File: config.mk
export PLATFORM = sky130hd
export DESIGN_NAME = fifo_sync_flags_flat
export DESIGN_NICKNAME = d
export VERILOG_FILES = /design/src/rtl/fifo_sync_flags_if.sv /design/src/rtl/fifo_sync_flags.sv /design/src/flat_wrapper.sv
export SDC_FILE = /design/constraint.sdc
export NUM_CORES = 1
export LEC_CHECK = 0
export BUFFER_PORTS_ARGS = -buffer_cell sky130_fd_sc_hd__clkbuf_2
export CAP_MARGIN = 30
export CELL_PAD_IN_SITES_DETAIL_PLACEMENT = 0
export CELL_PAD_IN_SITES_GLOBAL_PLACEMENT = 1
export CORE_UTILIZATION = 46
export DETAILED_ROUTE_END_ITERATION = 16
export PLACE_DENSITY = 0.8
export SYNTH_ARGS = -nofsm -noshare
export SYNTH_HDL_FRONTEND = slang
export SYNTH_SLANG_ARGS = --single-unit
File: constraint.sdc
create_clock -name clk -period 2.55 [get_ports clk]
set_clock_uncertainty 0.1 [all_clocks]
set_input_delay 0.255 -clock clk [delete_from_list [all_inputs] [get_ports clk]]
set_output_delay 0.255 -clock clk [all_outputs]
set_load 0.01 [all_outputs]
File: src/rtl/fifo_sync_flags_if.sv
// Producer/consumer bundle for fifo_sync_flags: write/read requests, read data and status flags.
// The FIFO takes the slave modport; the driving agent takes the master modport.
interface fifo_sync_flags_if #(
    parameter int DEPTH      = 8,
    parameter int DATA_WIDTH = 16
);
    localparam int LVL_W = $clog2(DEPTH + 1);

    logic [DATA_WIDTH-1:0] datain;
    logic                  wr_en;
    logic                  rd_en;
    logic                  clr_err;
    logic [DATA_WIDTH-1:0] dataout;
    logic                  rd_valid;
    logic                  full;
    logic                  empty;
    logic                  almost_full;
    logic                  almost_empty;
    logic [LVL_W-1:0]      level;
    logic                  overflow;
    logic                  underflow;

    modport master (
        output datain, wr_en, rd_en, clr_err,
        input  dataout, rd_valid, full, empty, almost_full, almost_empty,
               level, overflow, underflow
    );

    modport slave (
        input  datain, wr_en, rd_en, clr_err,
        output dataout, rd_valid, full, empty, almost_full, almost_empty,
               level, overflow, underflow
    );
endinterface

File: src/rtl/fifo_sync_flags.sv
// Single-clock FIFO of any depth with level, almost/full/empty flags and sticky error flags.
// Define FIFO_FWFT_EN for first-word-fall-through reads; otherwise reads have one cycle latency.
module fifo_sync_flags #(
    parameter int DEPTH         = 8,
    parameter int DATA_WIDTH    = 16,
    parameter int AFULL_THRESH  = 6,
    parameter int AEMPTY_THRESH = 2
) (
    input logic              clk,
    input logic              resetn,
    fifo_sync_flags_if.slave bus
);
    localparam int PTR_W = (DEPTH > 1) ? $clog2(DEPTH) : 1;
    localparam int LVL_W = $clog2(DEPTH + 1);

    localparam logic [PTR_W-1:0] PTR_LAST   = PTR_W'(DEPTH - 1);
    localparam logic [LVL_W-1:0] LVL_MAX    = LVL_W'(DEPTH);
    localparam logic [LVL_W-1:0] LVL_AFULL  = LVL_W'(AFULL_THRESH);
    localparam logic [LVL_W-1:0] LVL_AEMPTY = LVL_W'(AEMPTY_THRESH);

    logic [DATA_WIDTH-1:0] mem [DEPTH];
    logic [PTR_W-1:0]      wr_ptr;
    logic [PTR_W-1:0]      rd_ptr;
    logic [LVL_W-1:0]      level_q;
    logic                  overflow_q;
    logic                  underflow_q;
    logic                  full;
    logic                  empty;
    logic                  wr_acc;
    logic                  rd_acc;
    logic                  ovf_set;
    logic                  unf_set;

    // Explicit wrap keeps pointers legal when DEPTH is not a power of two.
    function automatic logic [PTR_W-1:0] ptr_inc(input logic [PTR_W-1:0] p);
        return (p == PTR_LAST) ? '0 : p + 1'b1;
    endfunction

    assign full    = (level_q == LVL_MAX);
    assign empty   = (level_q == '0);
    assign rd_acc  = bus.rd_en & ~empty;
    assign wr_acc  = bus.wr_en & (~full | rd_acc);
    assign ovf_set = bus.wr_en & full & ~rd_acc;
    assign unf_set = bus.rd_en & empty;

    always_ff @(posedge clk) begin
        if (wr_acc) begin
            mem[wr_ptr] <= bus.datain;
        end
    end

    always_ff @(posedge clk or negedge resetn) begin
        if (!resetn) begin
            wr_ptr  <= '0;
            rd_ptr  <= '0;
            level_q <= '0;
        end else begin
            if (wr_acc) wr_ptr <= ptr_inc(wr_ptr);
            if (rd_acc) rd_ptr <= ptr_inc(rd_ptr);
            case ({wr_acc, rd_acc})
                2'b10:   level_q <= level_q + 1'b1;
                2'b01:   level_q <= level_q - 1'b1;
                default: level_q <= level_q;
            endcase
        end
    end

    // A set event in the same cycle as clr_err keeps the flag high.
    always_ff @(posedge clk or negedge resetn) begin
        if (!resetn) begin
            overflow_q  <= 1'b0;
            underflow_q <= 1'b0;
        end else begin
            if (ovf_set)          overflow_q  <= 1'b1;
            else if (bus.clr_err) overflow_q  <= 1'b0;
            if (unf_set)          underflow_q <= 1'b1;
            else if (bus.clr_err) underflow_q <= 1'b0;
        end
    end

`ifdef FIFO_FWFT_EN
    assign bus.dataout  = empty ? '0 : mem[rd_ptr];
    assign bus.rd_valid = ~empty;
`else
    logic [DATA_WIDTH-1:0] dataout_q;
    logic                  rd_valid_q;

    always_ff @(posedge clk or negedge resetn) begin
        if (!resetn) begin
            dataout_q  <= '0;
            rd_valid_q <= 1'b0;
        end else begin
            rd_valid_q <= rd_acc;
            if (rd_acc) dataout_q <= mem[rd_ptr];
        end
    end

    assign bus.dataout  = dataout_q;
    assign bus.rd_valid = rd_valid_q;
`endif

    assign bus.full         = full;
    assign bus.empty        = empty;
    assign bus.almost_full  = (level_q >= LVL_AFULL);
    assign bus.almost_empty = (level_q <= LVL_AEMPTY);
    assign bus.level        = level_q;
    assign bus.overflow     = overflow_q;
    assign bus.underflow    = underflow_q;

endmodule
File: src/flat_wrapper.sv
// flat-port wrapper written by rule: the top's interface ports become plain ports
module fifo_sync_flags_flat 
#(
    parameter int DEPTH         = 8,
    parameter int DATA_WIDTH    = 16,
    parameter int AFULL_THRESH  = 6,
    parameter int AEMPTY_THRESH = 2
)
  (clk, resetn, bus_datain, bus_wr_en, bus_rd_en, bus_clr_err, bus_dataout, bus_rd_valid, bus_full, bus_empty, bus_almost_full, bus_almost_empty, bus_level, bus_overflow, bus_underflow);
  fifo_sync_flags_if #(.DEPTH(DEPTH), .DATA_WIDTH(DATA_WIDTH)) bus_i ();
  input logic clk;
  input logic resetn;
  input wire logic [$bits(bus_i.datain)-1:0] bus_datain;
  input wire logic [$bits(bus_i.wr_en)-1:0] bus_wr_en;
  input wire logic [$bits(bus_i.rd_en)-1:0] bus_rd_en;
  input wire logic [$bits(bus_i.clr_err)-1:0] bus_clr_err;
  output wire logic [$bits(bus_i.dataout)-1:0] bus_dataout;
  output wire logic [$bits(bus_i.rd_valid)-1:0] bus_rd_valid;
  output wire logic [$bits(bus_i.full)-1:0] bus_full;
  output wire logic [$bits(bus_i.empty)-1:0] bus_empty;
  output wire logic [$bits(bus_i.almost_full)-1:0] bus_almost_full;
  output wire logic [$bits(bus_i.almost_empty)-1:0] bus_almost_empty;
  output wire logic [$bits(bus_i.level)-1:0] bus_level;
  output wire logic [$bits(bus_i.overflow)-1:0] bus_overflow;
  output wire logic [$bits(bus_i.underflow)-1:0] bus_underflow;
  assign bus_i.datain = bus_datain;
  assign bus_i.wr_en = bus_wr_en;
  assign bus_i.rd_en = bus_rd_en;
  assign bus_i.clr_err = bus_clr_err;
  assign bus_dataout = bus_i.dataout;
  assign bus_rd_valid = bus_i.rd_valid;
  assign bus_full = bus_i.full;
  assign bus_empty = bus_i.empty;
  assign bus_almost_full = bus_i.almost_full;
  assign bus_almost_empty = bus_i.almost_empty;
  assign bus_level = bus_i.level;
  assign bus_overflow = bus_i.overflow;
  assign bus_underflow = bus_i.underflow;
  fifo_sync_flags #(.DEPTH(DEPTH), .DATA_WIDTH(DATA_WIDTH), .AFULL_THRESH(AFULL_THRESH), .AEMPTY_THRESH(AEMPTY_THRESH)) u_core (.clk(clk), .resetn(resetn), .bus(bus_i));
endmodule
==> results of run 1 <==
-- what timing repair did --
| item | in CTS | in global routing |
|---|---|---|
| hold buffers | 2 | 0 |
| hold endpoints to repair | 31 | 0 |
| setup buffers | 0 | 0 |
| setup endpoints to repair | 0 | 0 |
-- critical path, delay by kind of cell (launching register included) --
kind	cells	cell delay [ps]
AND/OR/NAND/NOR	2	700
XOR/XNOR	3	480
flip-flops	1	390
adder cells (fa/ha/maj)	2	350
AO/OA/AOI/OAI	2	240
-- sequential cells by signal (all words and copies together), names as in the netlist --
register	count
u_core.bus.underflow	1
u_core.rd_ptr	3
u_core.bus.dataout	16
u_core.bus.rd_valid	1
u_core.wr_ptr	3
u_core.bus.level	4
u_core.mem	128
u_core.bus.overflow	1
-- metrics by stage --
step	hold WS [ps]	worst slack, ps	instance area [um^2]	instances
after floorplan	-140.6	0.7199	6274	364
after global placement	238.6	261.7	6785	588
after detailed placement	252.6	228.7	6785	588
after CTS	16.96	204.4	7297	617
after global routing	31.72	64.99	7297	617
final	30.62	200.5	7297	617
-- area by class of cell --
class                      instances  area share
clock buffer                      22     0.06087
clock inverter                     5    0.006516
tap                              176     0.03018
sequential                       157      0.6264
timing repair buffer              69     0.05727
multi-input combinational        183      0.2162
inverter                           5    0.002572
-- layer usage --
metal | wire [um] | up-vias | track usage
li1 | - | 1557 | -
met1 | 5123 | 1662 | 0.2363
met2 | 5671 | 94 | 0.2835
met3 | 523 | 20 | 0.03764
met4 | 231 | 0 | 0.07278
met5 | 0 | - | 0
-- where the power goes --
part | total [mW] | internal, mW | switching (mW)
clock network | 2.14 | 1.30 | 0.844
logic | 2.71 | 1.21 | 1.50
registers | 3.57 | 3.32 | 0.249
-- kinds of logic after synthesis --
group	Yosys count	share of synthesized area
compound gates	60	0.06909
flops	157	0.7335
simple gates	42	0.03354
buf+inv	24	0.02330
xor+xnor	5	0.007029
fa+ha+maj	7	0.01406
mux	69	0.1195
-- how the worst max path moves through the flow --
| stage | start | to | slack, ps | cells past startpoint |
|---|---|---|---|---|
| finish | u_core.bus.level[2]$_DFFE_PN0P_ | u_core.bus.level[2]$_DFFE_PN0P_ | 200 | 9 |
| global route | u_core.bus.level[2]$_DFFE_PN0P_ | u_core.bus.level[2]$_DFFE_PN0P_ | 60 | 9 |
| CTS | u_core.bus.level[2]$_DFFE_PN0P_ | u_core.bus.level[2]$_DFFE_PN0P_ | 200 | 9 |
| detailed placement | u_core.bus.level[2]$_DFFE_PN0P_ | u_core.bus.level[2]$_DFFE_PN0P_ | 230 | 9 |
| global placement | u_core.bus.level[2]$_DFFE_PN0P_ | u_core.bus.level[2]$_DFFE_PN0P_ | 260 | 9 |
| floorplan | u_core.bus.level[2]$_DFFE_PN0P_ | u_core.bus.level[2]$_DFFE_PN0P_ | 0.7 | 10 |
-- cells in the mapped netlist, drive strengths merged --
library cell  instances  area [um^2]
a21oi                 2        10.01
nand3b                1        7.510
dfrtp                29        725.7
nor3b                 1        7.510
nand2                19        71.32
nor4                  2        12.51
or4b                  1        13.76
buf                  14        107.6
a221o                16        160.2
a211oi                1        7.510
o22ai                16        100.1
ha                    7        87.58
o211ai                1        7.510
nor2                  5        18.77
nor3                  6        30.03
nand2b                4        25.02
and3b                 1        10.01
nor2b                 2        12.51
o32ai                 1        8.760
o21ai                20        111.4
mux2                 37        424.2
xor2                  4        35.03
a21o                  3        25.03
inv                   5        18.77
edfxtp              128         3844
xnor2                 1        8.760
mux2i                32        320.3
clkbuf                5        18.77
==> Implementation_results.wiki, run 1 <==
{| class="wikitable"
! Metric !! Value
|-
| Endpoint type of the worst setup path || register
|-
| Final Wtd Congestion || 0.7267
|-
| Crit path top cell by count || sky130_fd_sc_hd__xor2_1
|-
| Clock tree from TritonCTS || done
|-
| Min-Delay Endpoint || u_core.mem[7][0]$_DFFE_PP_
|-
| Endpoint of the worst-slack reg-to-reg timing path || u_core.bus.level[2]$_DFFE_PN0P_
|-
| Count of synthesis-stage warnings from yosys || 0
|-
| Cell count after synthesis || roughly 360
|-
| Class of the tightest hold or removal check || input pin to register
|-
| Number of fill cells in the layout || between 1k and 1.5k
|-
| Count of max-cap constraint violations || 0
|-
| Most frequent standard cell in the layout excluding fill and tap cells || sky130_fd_sc_hd__edfxtp_1
|-
| Sequential area share after synthesis || 0.7335
|-
| Unrepaired setup endpoints after global routing || no
|-
| Clock tree sinks || between 150 and 200
|-
| Slew HR || 0.5098
|-
| Total half-perimeter wirelength after legalization and detailed placement || about 7.1 mm
|-
| Total number of H-tree levels || 4
|-
| Leakage || roughly 2.7 nW
|-
| Total global routing overflow || 0
|-
| Final period util || 0.9214
|-
| Clk Tree Root Cell || sky130_fd_sc_hd__clkbuf_16
|-
| Maximum number of pins on one net before global-route repair || 50
|-
| Hold wc startpoint || bus_datain[0]
|-
| Buffers on Ports || 47
|-
| Gates resized, CTS repair || 0
|-
| Avg Vias per Cell || 5.402
|-
| Count of distinct cell types in the synthesized netlist || 34
|-
| Largest stage delay, worst path || between 500 and 600 ps
|-
| Avg Cell Area, Syn || roughly 17 um^2
|-
| Antenna violations before repair || 0
|-
| Largest fanout on the critical path || 5
|-
| Initial cell density of the core || 0.4704
|-
| Final wirelength || around 12 mm
|-
| Least-Margin Pin Slew || around 740 ps
|-
| Classification of the worst setup path || register to register
|-
| Sequential cell area || around 4600 um^2
|-
| Critical Path Start Type || register
|-
| Worst endpoint required time || approximately 2800 ps
|-
| Result of the run || finished clean
|-
| End-of-flow core utilization || 0.5510
|-
| Mean routed wirelength per cell || around 19 um
|-
| Hold path depth || 1
|-
| Post-route ant nets || 0
|-
| Beginning of the worst register-to-register path || u_core.bus.level[2]$_DFFE_PN0P_
|-
| Post-route DRC || 0
|-
| Global routing usage summed across all routing layers || 0.1771
|-
| Standard-cell rows || 42
|-
| Total chip power || between 8 and 9 mW
|-
| Count of inserted antenna diode cells || 0
|-
| Clk buf depth || 2
|-
| Number of optimization iterations in the first detailed-route pass || 5
|-
| Clock transition at the registers of the reported paths || 60 ps
|-
| Slew Limit Fails || 0
|-
| Highest-count cells in the layout ignoring fill and taps || sky130_fd_sc_hd__edfxtp_1 (128), sky130_fd_sc_hd__clkbuf_2 (47), sky130_fd_sc_hd__mux2_2 (35)
|-
| Die outline width || between 100 and 150 um
|-
| Boundary Pins || 48
|-
| DR vias || about 3.3k
|-
| Core footprint || ~13,000 um^2
|-
| Clock buffers created by TritonCTS || 17
|-
| Count of routing violations after the opening detailed-route iteration || about 240
|-
| Cells traversed along the worst timing path || or4b_4, o21ai_4, ha_4, xor2_1, ha_1, a21oi_1, xor2_1, nor2_1, xor2_1
|-
| Area grow syn2layout || 17.13%
|-
| Netlist Area Pre-Place || approximately 6200 um^2
|-
| Setup slack on the worst flop-to-flop path || about 200 ps
|-
| Crit path DAT || approximately 2600 ps
|-
| Setup violations, final || 0
|-
| Floorplan die height || around 120 um
|-
| Minimum clock period after layout || 2349 ps
|-
| Setup Total Neg Slack || 0 ps
|-
| F_max || roughly 430 MHz
|-
| Number of global-route vias before repair || approximately 3.4k
|-
| Synthesized net count || 392
|-
| Share of cells above drive strength 1 || 0.3107
|-
| Die Outline Area || between 10,000 and 15,000 um^2
|-
| Area used by multi-input combinational logic || between 1500 and 2000 um^2
|-
| Total count of hold-check failures in the final report || 0
|-
| Power per Cell Area || approximately 1200 nW/um^2
|-
| Skew-Pair Late Insertion Delay || a little over 400 ps
|-
| Global-route wire length before repair || roughly 18 mm
|-
| Flip-flop and latch count after synthesis || around 160
|-
| Number of nets in the layout || 461
|-
| Cell with the largest stage delay on the worst path || sky130_fd_sc_hd__or4b_4
|-
| Maximum vdd ir drop || 0.6358 mV
|-
| Worst R2R Path Depth || 9
|}
Power figures use the tool's default switching activity.
==> run 2: changes to the inputs <==
ABC_AREA = 1   (was unset)
CORE_UTILIZATION = 43   (was 46)
GPL_TIMING_DRIVEN = 0   (was unset)
PLACE_DENSITY = 0.79   (was 0.8)
SKIP_CTS_REPAIR_TIMING = 1   (was unset)
==> run 2 against run 1 <==
- clock power increased by 7%
- synthesized cell count increased by 49%
- register-to-register slack improved by 60 ps
- via count increased by 28%
- critical path type unchanged
- largest cell class unchanged
- highest routed layer unchanged
==> Implementation_results.wiki, run 2 <==
{| class="wikitable"
! Metric !! Value
|-
| Result of the run || finished clean
|-
| Final Wtd Congestion || 0.7910 (+8.8%)
|-
| Hold WS || 2.836 ps (-27.79 ps)
|-
| Least-Margin Pin Slew || 791.2 ps (+55.89 ps)
|-
| Skew-Pair Late Insertion Delay || 420 ps (about the same)
|-
| Highest-count cells in the layout ignoring fill and taps || sky130_fd_sc_hd__nor2_1 (132), sky130_fd_sc_hd__edfxtp_1 (128), sky130_fd_sc_hd__nand2_1 (54)
|-
| Setup slack after layout || 263.6 ps (+63.06 ps)
|-
| F_max || 437.4 MHz (+2.8%)
|-
| Clk Tree Root Cell || sky130_fd_sc_hd__clkbuf_16
|-
| Multiplexer share of the synthesized area || 0 (-0.1195)
|-
| Slew HR || 0.4726 (-0.03726)
|-
| Critical Path Start Type || register
|-
| Sequential share of power || 0.393 (-0.031)
|-
| Placed cell count || 782 (+33%)
|-
| Area used by multi-input combinational logic || 1575 um^2 (-0.16%)
|-
| Post-synth top area share || 0.6013 (-0.01570)
|-
| Setup violations, final || 0 (unchanged)
|-
| Count of inserted antenna diode cells || 0 (unchanged)
|-
| Setup Total Neg Slack || 0 ps (unchanged)
|-
| Die outline width || 123.9 um (+4.7%)
|-
| Post-route DRC || 0 (unchanged)
|-
| Sequential area share after synthesis || 0.7148 (-0.01866)
|-
| Met1 wire length || 6.813 mm (+33%)
|-
| Classification of the worst setup path || register to register
|-
| Boundary Pins || 48 (unchanged)
|-
| Count of distinct cell types in the synthesized netlist || 28 (-18%)
|-
| Total global routing overflow || 0 (unchanged)
|-
| Power per Cell Area || 1196 nW/um^2 (+3.6%)
|-
| Clk buf depth || 2 (unchanged)
|-
| Total half-perimeter wirelength after legalization and detailed placement || 9.634 mm (+36%)
|-
| Count of synthesis-stage warnings from yosys || 0 (unchanged)
|-
| Crit path DAT || 2490 ps (-90 ps)
|-
| Number of nets in the layout || 648 (+41%)
|-
| Number of enable-type register cells in the synthesized netlist || 128 (unchanged)
|-
| Sequential cell area || 4569 um^2 (about the same)
|-
| Count of max-cap constraint violations || 0 (unchanged)
|-
| Buffers on Ports || 47 (unchanged)
|-
| Share of async-settable or async-resettable flops after synthesis || 0.1847 (unchanged)
|-
| Standard-cell rows || 44 (+4.8%)
|-
| Total count of hold-check failures in the final report || 0 (unchanged)
|-
| Number of fill cells in the layout || 1,283 (+21%)
|-
| Internal portion of total power || 5.721 mW (-1.9%)
|-
| Largest family of logic cells by synthesized area || simple AND/OR/NAND/NOR gates
|-
| Largest fanout on the critical path || 12 (+7)
|-
| Number of optimization iterations in the first detailed-route pass || 4 (-1)
|-
| Global routing usage summed across all routing layers || 0.2083 (+0.03117)
|-
| Most frequent standard cell in the layout excluding fill and tap cells || sky130_fd_sc_hd__nor2_1
|-
| Share of cells above drive strength 1 || 0.1899 (-0.1208)
|-
| Unrepaired setup endpoints after global routing || no
|-
| Global-route wire length before repair || 22.45 mm (+23%)
|-
| Final period util || 0.8966 (-0.02473)
|-
| DR top layer || met4
|-
| Final wirelength || 14.92 mm (+29%)
|-
| Met2 WL || 6.921 mm (+22%)
|-
| Post-placement setup slack || 101.8 ps (-126.9 ps)
|-
| Class of the tightest hold or removal check || input pin to register
|-
| Avg Cell Area, Syn || 11.75 um^2 (-31%)
|-
| Clock buffers created by TritonCTS || 17 (unchanged)
|-
| Largest register FFs || 128 (unchanged)
|-
| Compound-Gate Fraction of Synth Area || 0.06087 (-0.008217)
|-
| Top cells by area in the synthesized netlist || sky130_fd_sc_hd__edfxtp_1 (60%), sky130_fd_sc_hd__dfrtp_1 (11%), sky130_fd_sc_hd__nor2_1 (8.2%), sky130_fd_sc_hd__nand3_1 (4.1%), sky130_fd_sc_hd__o21ai_1 (3.8%)
|-
| Maximum vdd ir drop || 0.6940 mV (+9.2%)
|-
| Cell count after synthesis || 544 (+49%)
|-
| Total length of routed met3 wires || 905 um (+73%)
|-
| Number of global-route vias before repair || 4,077 (+21%)
|-
| Top flip-flop cell by instance count after synthesis || sky130_fd_sc_hd__edfxtp_1
|-
| Share of synthesized cell area in full adder, half adder and majority cells || 0.01370 (-0.0003577)
|-
| Minimum clock period after layout || 2286 ps (-63.06 ps)
|-
| Clock tree sinks || 157 (unchanged)
|-
| Psw || 3.299 mW (+27%)
|-
| Post-route ant nets || 0 (unchanged)
|-
| Floorplan die height || 123.9 um (+4.7%)
|-
| Core footprint || 14,530 um^2 (+9.8%)
|-
| Leakage || 2.910 nW (+7.7%)
|-
| Netlist Area Pre-Place || 6392 um^2 (+2.6%)
|-
| Clock transition at the registers of the reported paths || 60 ps (about the same)
|-
| Synthesized net count || 572 (+46%)
|-
| Top post-synthesis cells by count || sky130_fd_sc_hd__nor2_1 (140), sky130_fd_sc_hd__edfxtp_1 (128), sky130_fd_sc_hd__nand2_1 (54), sky130_fd_sc_hd__nand3_1 (52), sky130_fd_sc_hd__o21ai_1 (49)
|-
| Total number of H-tree levels || 4 (unchanged)
|-
| Die Outline Area || 15,360 um^2 (+9.6%)
|-
| Count of routing violations after the opening detailed-route iteration || 403 (+66%)
|-
| Avg Vias per Cell || 5.213 (-3.5%)
|-
| Slew Limit Fails || 0 (unchanged)
|-
| Top reg by flops || u_core.mem
|-
| Largest area contributor in the synthesized netlist || sky130_fd_sc_hd__edfxtp_1
|-
| Top-count cell post-synth || sky130_fd_sc_hd__nor2_1
|-
| Mean routed wirelength per cell || 18.28 um (-2.4%)
|-
| Endpoint type of the worst setup path || register
|-
| Clock network fraction of design power || 0.255 (about the same)
|-
| Clock tree from TritonCTS || done
|-
| DR vias || 4,254 (+28%)
|-
| Maximum number of pins on one net before global-route repair || 30 (-40%)
|-
| Worst endpoint required time || 2750 ps (-30 ps)
|-
| Synth Area in Simple Gates || 0.1646 (+0.1311)
|-
| Flip-flop and latch count after synthesis || 157 (unchanged)
|-
| Relative contribution of combinational cells to total power || 0.351 (+0.030)
|-
| Antenna violations before repair || 0 (unchanged)
|-
| Xor and xnor fraction of the mapped netlist area || 0.004110 (-0.002919)
|-
| Area grow syn2layout || 17.99%
|-
| Final instance count without filler cells || 816 (+32%)
|-
| Total chip power || 9.020 mW (+7.1%)
|-
| Sw frac || 0.3657 (+0.05792)
|-
| Initial cell density of the core || 0.4398 (-0.03060)
|}
## run 2: cell type report
cell class	instances	share of cell area
Clock inverter	12	0.01311
Multi-Input combinational cell	341	0.2089
Clock buffer	19	0.05740
Tap cell	184	0.03052
Inverter	19	0.009788
Sequential cell	157	0.6058
Timing Repair Buffer	57	0.04877
Buffer	27	0.02571
## run 2: final timing paths
check                                             startpoint                            endpoint  slack [ps]  depth (start not counted)
max                          u_core.bus.level[0]$_DFFE_PN0P_     u_core.bus.level[2]$_DFFE_PN0P_         260                         13
min                                            bus_datain[4]          u_core.mem[0][4]$_DFFE_PP_           3                          1
max reg2reg                  u_core.bus.level[0]$_DFFE_PN0P_     u_core.bus.level[2]$_DFFE_PN0P_         260                         13
min reg2reg                u_core.bus.dataout[1]$_DFFE_PN0P_   u_core.bus.dataout[1]$_DFFE_PN0P_         380                          2
max in group asynchronous                             resetn  u_core.bus.dataout[11]$_DFFE_PN0P_        1500                          2
min in group asynchronous                             resetn   u_core.bus.dataout[6]$_DFFE_PN0P_         350                          2
## run 2: logic make-up (layout without fill, tap and decap cells)
family	after synthesis	after routing
xor+xnor	3	3
fa+ha+maj	7	7
flops	157	157
compound gates	77	77
buf+inv	46	134
simple gates	254	254
## run 2: metal layers
layer,vias to the layer above,global-route usage
met5,-,0
met4,0,0.07738
met3,22,0.04441
met2,155,0.3264
met1,2052,0.2858
li1,2025,-
## run 2: through the flow
stage,util,area [um^2]
global route,0.5189,7542
CTS,0.5165,7507
detailed placement,0.4799,6975
finish,0.5189,7542
global placement,0.4718,6858
floorplan,-,6392
## run 2: worst max-delay path: stages (launching register included)
cell and delay (ps):
sky130_fd_sc_hd__dfrtp_1 500, sky130_fd_sc_hd__nor2_2 100, sky130_fd_sc_hd__nand2_2 80, sky130_fd_sc_hd__inv_2 60
sky130_fd_sc_hd__nor2_8 150, sky130_fd_sc_hd__buf_6 190, sky130_fd_sc_hd__ha_1 230, sky130_fd_sc_hd__nand2_1 70
sky130_fd_sc_hd__inv_1 70, sky130_fd_sc_hd__nor2_1 50, sky130_fd_sc_hd__ha_1 170, sky130_fd_sc_hd__a21oi_1 140
sky130_fd_sc_hd__xor2_1 160, sky130_fd_sc_hd__o21ai_0 90
## run 2: power groups by stage
stage | logic [mW] | clock network, mW | registers [mW]
after floorplan | 1.94 | 0 | 3.63
after detailed placement | 3.13 | 0 | 3.60
after global placement | 2.96 | 0 | 3.58
after CTS | 3.15 | 2.32 | 3.55
after global routing | 3.52 | 2.41 | 3.61
final | 3.17 | 2.30 | 3.55
